==> src/rtl/gb_oam_pkg.sv <==
// Shared types and constants for the OAM store / OAM DMA block.
// Object layout in OAM: byte 0 = Y, byte 1 = X, byte 2 = tile, byte 3 = attributes.
package gb_oam_pkg;

  typedef struct packed {
    logic [7:0] y;
    logic [7:0] x;
    logic [7:0] tile;
    logic [7:0] attr;
  } oam_obj_t;

  localparam logic [15:0] OAM_BASE      = 16'hFE00;
  localparam logic [7:0]  ECHO_LO       = 8'hE0;
  localparam logic [7:0]  ECHO_OFS      = 8'h20;
  localparam logic [7:0]  CONFLICT_DATA = 8'hFF;

  typedef enum logic [1:0] {IDLE, START, XFER, DRAIN} oam_xfer_state_t;

  // Pages in the echo region fold back onto work RAM.
  function automatic logic [7:0] dma_page_alias(input logic [7:0] page);
    return (page >= ECHO_LO) ? (page - ECHO_OFS) : page;
  endfunction

endpackage

==> src/rtl/gb_oam_xfer_pipe.sv <==
// Delay line of {valid, index} matching the DMA source read latency.
// LAT=0 is a straight pass-through so the write lands in the issue cycle.
module gb_oam_xfer_pipe #(
  parameter int LAT = 0
) (
  input  logic       clk,
  input  logic       reset,
  input  logic       flush,
  input  logic       in_valid,
  input  logic [7:0] in_index,
  output logic       out_valid,
  output logic [7:0] out_index
);

  generate
    if (LAT == 0) begin : g_bypass
      assign out_valid = in_valid;
      assign out_index = in_index;
    end else begin : g_stages
      logic [LAT-1:0] valid_reg;
      logic [7:0]     index_reg [LAT];

      always_ff @(posedge clk) begin
        if (reset || flush) begin
          valid_reg <= '0;
        end else begin
          valid_reg[0] <= in_valid;
          for (int k = 1; k < LAT; k++) valid_reg[k] <= valid_reg[k-1];
        end
        index_reg[0] <= in_index;
        for (int k = 1; k < LAT; k++) index_reg[k] <= index_reg[k-1];
      end

      assign out_valid = valid_reg[LAT-1];
      assign out_index = index_reg[LAT-1];
    end
  endgenerate

endmodule

==> src/rtl/gb_oam_xfer.sv <==
// OAM store with OAM DMA engine: programmable start delay, pipelined source
// reads, restart-while-active, CPU bus-conflict reads and a done pulse.
module gb_oam_xfer
  import gb_oam_pkg::*;
#(
  parameter  int NUM_OBJ   = 40,
  parameter  int SRC_LAT   = 0,
  parameter  int START_DLY = 1,
  localparam int NUM_BYTES = NUM_OBJ * 4,
  localparam int IDX_W     = (NUM_OBJ > 1) ? $clog2(NUM_OBJ) : 1
) (
  input  logic             clk,
  input  logic             reset,
  input  logic             dma_start,
  input  logic [7:0]       dma_src_page,
  output logic             dma_rd_en,
  output logic [15:0]      dma_rd_addr,
  input  logic [7:0]       dma_rd_data,
  input  logic [15:0]      cpu_addr,
  input  logic [7:0]       cpu_wdata,
  input  logic             cpu_wren,
  output logic [7:0]       cpu_rdata,
  input  logic [IDX_W-1:0] ppu_index,
  output oam_obj_t         ppu_obj,
  output logic             dma_active,
  output logic             dma_done
);

  localparam logic [1:0] ST_IDLE  = IDLE;
  localparam logic [1:0] ST_START = START;
  localparam logic [1:0] ST_XFER  = XFER;
  localparam logic [1:0] ST_DRAIN = DRAIN;
  localparam logic [7:0] LAST_IDX = 8'(NUM_BYTES - 1);

  logic [1:0] state_reg, state_next;
  logic [7:0] page_reg, page_next;
  logic [7:0] i_reg, i_next;
  logic [1:0] dly_reg, dly_next;

  logic       issue_valid, flush;
  logic       wr_valid;
  logic [7:0] wr_index;
  logic [7:0] oam_mem [NUM_BYTES];

  // A trigger is accepted in any state; while active it restarts the run.
  always_comb begin
    state_next = state_reg;
    page_next  = page_reg;
    i_next     = i_reg;
    dly_next   = dly_reg;
    if (dma_start) begin
      page_next  = dma_page_alias(dma_src_page);
      i_next     = 8'h00;
      dly_next   = 2'd0;
      state_next = (START_DLY == 0) ? ST_XFER : ST_START;
    end else begin
      case (state_reg)
        ST_START: begin
          if (32'(dly_reg) == START_DLY - 1) begin
            state_next = ST_XFER;
            dly_next   = 2'd0;
          end else begin
            dly_next = dly_reg + 2'd1;
          end
        end
        ST_XFER: begin
          if (i_reg == LAST_IDX) begin
            state_next = (SRC_LAT > 0) ? ST_DRAIN : ST_IDLE;
            dly_next   = 2'd0;
          end else begin
            i_next = i_reg + 8'd1;
          end
        end
        ST_DRAIN: begin
          if (32'(dly_reg) == SRC_LAT - 1) state_next = ST_IDLE;
          else                             dly_next   = dly_reg + 2'd1;
        end
        default: state_next = ST_IDLE;
      endcase
    end
  end

  always_ff @(posedge clk) begin
    if (reset) begin
      state_reg <= ST_IDLE;
      page_reg  <= 8'h00;
      i_reg     <= 8'h00;
      dly_reg   <= 2'd0;
    end else begin
      state_reg <= state_next;
      page_reg  <= page_next;
      i_reg     <= i_next;
      dly_reg   <= dly_next;
    end
  end

  assign issue_valid = (state_reg == ST_XFER);
  assign flush       = dma_start && (state_reg != ST_IDLE);
  assign dma_active  = (state_reg != ST_IDLE);
  assign dma_rd_en   = issue_valid;
  assign dma_rd_addr = issue_valid ? {page_reg, i_reg} : 16'h0000;

  gb_oam_xfer_pipe #(.LAT(SRC_LAT)) u_pipe (
    .clk       (clk),
    .reset     (reset),
    .flush     (flush),
    .in_valid  (issue_valid),
    .in_index  (i_reg),
    .out_valid (wr_valid),
    .out_index (wr_index)
  );

  // A restart on the final write cycle aborts the run, so no done pulse then.
  assign dma_done = wr_valid && (wr_index == LAST_IDX) && !dma_start;

  logic [15:0] cpu_ofs;
  logic        cpu_in_win, cpu_we;

  assign cpu_ofs    = cpu_addr - OAM_BASE;
  assign cpu_in_win = (cpu_addr >= OAM_BASE) && (cpu_ofs < 16'(NUM_BYTES));
  assign cpu_we     = cpu_wren && cpu_in_win && (state_reg == ST_IDLE);
  assign cpu_rdata  = (cpu_in_win && !dma_active) ? oam_mem[cpu_ofs[7:0]] : CONFLICT_DATA;

  always_ff @(posedge clk) begin
    if (reset) begin
      for (int k = 0; k < NUM_BYTES; k++) oam_mem[k] <= 8'h00;
    end else if (wr_valid) begin
      oam_mem[wr_index] <= dma_rd_data;
    end else if (cpu_we) begin
      oam_mem[cpu_ofs[7:0]] <= cpu_wdata;
    end
  end

  logic [7:0] obj_base;
  assign obj_base = 8'({ppu_index, 2'b00});

  always_comb begin
    ppu_obj = '0;
    if (32'(ppu_index) < NUM_OBJ) begin
      ppu_obj = {oam_mem[obj_base], oam_mem[obj_base + 8'd1],
                 oam_mem[obj_base + 8'd2], oam_mem[obj_base + 8'd3]};
    end
  end

endmodule

==> config.mk <==
export PLATFORM = sky130hd
export DESIGN_NAME = gb_oam_xfer
export DESIGN_NICKNAME = d
export VERILOG_FILES = /design/src/rtl/gb_oam_pkg.sv /design/src/rtl/gb_oam_xfer_pipe.sv /design/src/rtl/gb_oam_xfer.sv
export SDC_FILE = /design/constraint.sdc
export NUM_CORES = 2
export LEC_CHECK = 0
export CORE_ASPECT_RATIO = 0.9
export CORE_MARGIN = 2
export CORE_UTILIZATION = 40
export CTS_CLUSTER_SIZE = 14
export DETAILED_ROUTE_END_ITERATION = 8
export GPL_TIMING_DRIVEN = 0
export SLEW_MARGIN = 20
export SYNTH_ARGS = -nofsm -noshare
export SYNTH_HDL_FRONTEND = slang
export SYNTH_HIERARCHICAL = 1
export SYNTH_SLANG_ARGS = --single-unit
==> constraint.sdc <==
create_clock -name clk -period 7.35 [get_ports clk]
set_input_delay 2.205 -clock clk [delete_from_list [all_inputs] [get_ports clk]]
set_output_delay 2.205 -clock clk [all_outputs]
set_load 0.005 [all_outputs]
==> results.py <==
metrics = {
    "clocking": {
        "h-tree-depth": 4,
        "cts_root_buf": "clkbuf_16",
        "holdBufCountCts": 0,
        "clock-sinks": 1556,
        "path_clk_slew_ns": 0.06,
        "clock_path_buffers": 3,
        "worstSkewPairLatency_ns": 0.89,
        "numCtsBuffers": 173,
        "tritoncts": "done",
    },
    "placed_design": {
        "dpl_worst_slack_ns": -4.27,
        "dp_cells": 8061,
        "gp_congestion": 1.05,
        "detailed_place_hpwl_um": 329000,
        "numPortBuffers": 102,
    },
    "critical_path": {
        "cp_data_arrival_time_ns": 5.34,
        "path_class": "primary input to primary output",
        "critPathLaunchType": "primary input",
        "cp-end-kind": "primary output",
        "crit_fanout": 10,
        "crit_required_ns": 5.14,
    },
    "timing": {
        "skew_ns": 0.0295,
        "tns_ns": -1.91,
        "period_needed_ns": 7.55,
        "setup_viol": 30,
        "maxSlewHeadroom_pct": 9.68,
        "slew_viol_final": 0,
        "timing.final.ws_setup_ns": -0.195,
        "hold_viol_final": 0,
        "fmax_ghz": 0.133,
        "rsz0062_at_grt": "true",
        "min_period_over_period_pct": 103,
        "worst_pin_slew_ns": 1.35,
    },
    "drt": {
        "vias": 61994,
        "drc": 0,
        "wl_per_cell_um": 52.3,
        "drt_iter0_drc": 13458,
        "totalWireLength_um": 449000,
        "via_per_inst": 7.23,
        "first_pass_iters": 7,
        "ant_nets": 0,
    },
    "global_routing": {
        "overflow": 0,
        "grt_usage_pct": 44.5,
        "first_global_vias": 56657,
        "antenna_found_initial": 68,
        "grt_pass1_wl_um": 573000,
        "grt_max_degree": 33,
    },
    "status": {
        "violations": "negative setup slack",
        "status": "finished with violations",
    },
    "die": {
        "start_util_pct": 40.4,
        "die_w_um": 470,
        "io_pins": 109,
        "dieArea_um2": 199000,
        "die_h_um": 423,
        "core.rowCount": 153,
        "core-area_um2": 194000,
    },
    "power": {
        "p_leak_nw": 33.9,
        "power_mw": 22.6,
        "power_density_nw_per_um2": 237,
        "ir_worst_vdd_uv": 257,
    },
    "final_layout": {
        "largest_reg_flops": 1536,
        "nFillCells": 16862,
        "stdcell_count": 8578,
        "area_growth_pct": 21.6,
        "final_nets": 5905,
        "drive_above_1_share_pct": 32.0,
    },
    "yosys": {
        "syn_area_um2": 78200,
        "synth_nets": 5417,
        "avgSynthCellArea_um2": 14.6,
        "synthCells": 5362,
        "ys_warn_count": 6,
    },
    "job": {
        "max_cap_viol_count": 0,
    },
    "hold_path": {
        "hp-class": "flip-flop to flip-flop",
    },
}
[where the power goes]
group | switching, mW | total [mW] | internal [mW] | leakage [nW]
sequential | 0.201 | 10.2 | 9.98 | 15.7
clock | 3.99 | 9.14 | 5.16 | 2.80
combinational | 2.14 | 3.25 | 1.11 | 15.4
total | 6.33 | 22.6 | 16.2 | 33.9
[area by class of cell]
type	count	area [µm²]	share of cell area [%]
flip-flops and latches	1556	46500	48.9
multi-input cells	3332	31500	33.1
clock buffers	207	4580	4.82
plain buffers	444	4240	4.46
repair buffers	319	3770	3.97
well taps	2557	3200	3.36
clock inverters	111	1140	1.20
inverters	24	96.3	0.101
diodes	28	70.1	0.0737
[metrics by stage]
| step | utilization [%] | area [µm²] | hold slack [ns] |
|---|---|---|---|
| global route | 49.1 | 95100 | 0.495 |
| finish | 49.1 | 95100 | 0.476 |
| CTS | 48.8 | 94500 | 0.473 |
| detailed placement | 43.1 | 83500 | 0.462 |
| global placement | 42.5 | 82400 | 0.455 |
| floorplan | - | 78200 | 0.441 |
[path summary, 6_finish.rpt]
check               start             end  slack, ns  depth (start not counted)
max           cpu_addr[2]    cpu_rdata[0]      -0.20                         11
min           page_reg[7]     page_reg[7]       0.48                          2
max reg2reg  state_reg[0]  oam_mem[87][5]       0.96                         12
min reg2reg   page_reg[7]     page_reg[7]       0.48                          2
[layout by cell type, fill, tap and decap left out, drive strengths merged, types with 44 or more instances in the layout]
cell type / n
o21ai: 54
buf: 470
mux4: 722
mux2: 78
nand2b: 177
nor2: 1384
a21oi: 91
o22ai: 44
clkdlybuf4s50: 62
a221oi: 44
mux2i: 120
edfxtp: 1536
clkbuf: 404
nand2: 310
clkinv: 77
[routing by layer]
metal / part of all wire [%] / GRT usage (%) / vias up
met5: 0.15 / 1.61 / -
met4: 9.1 / 31.4 / 40
met3: 16 / 21.2 / 1476
met2: 40 / 59.8 / 6518
met1: 35 / 56.0 / 32221
li1: - / - / 21739
[critical path, stage by stage]
cell,delay (ns)
clkbuf_8,0.21
buf_8,0.25
buf_12,0.22
buf_8,0.24
clkbuf_2,0.24
buf_12,0.22
o211ai_1,0.42
o21ai_2,0.45
a21oi_1,0.11
or4_4,0.49
buf_2,0.16
[what timing repair did]
item / 4_1_cts / 5_1_grt
cloned: 2 / 1
setup buffers: 148 / 26
pin swaps: 69 / 41
endpoints found under the setup margin: 288 / 37
gates resized for setup: 1010 / 93
Power figures use the tool's default switching activity.
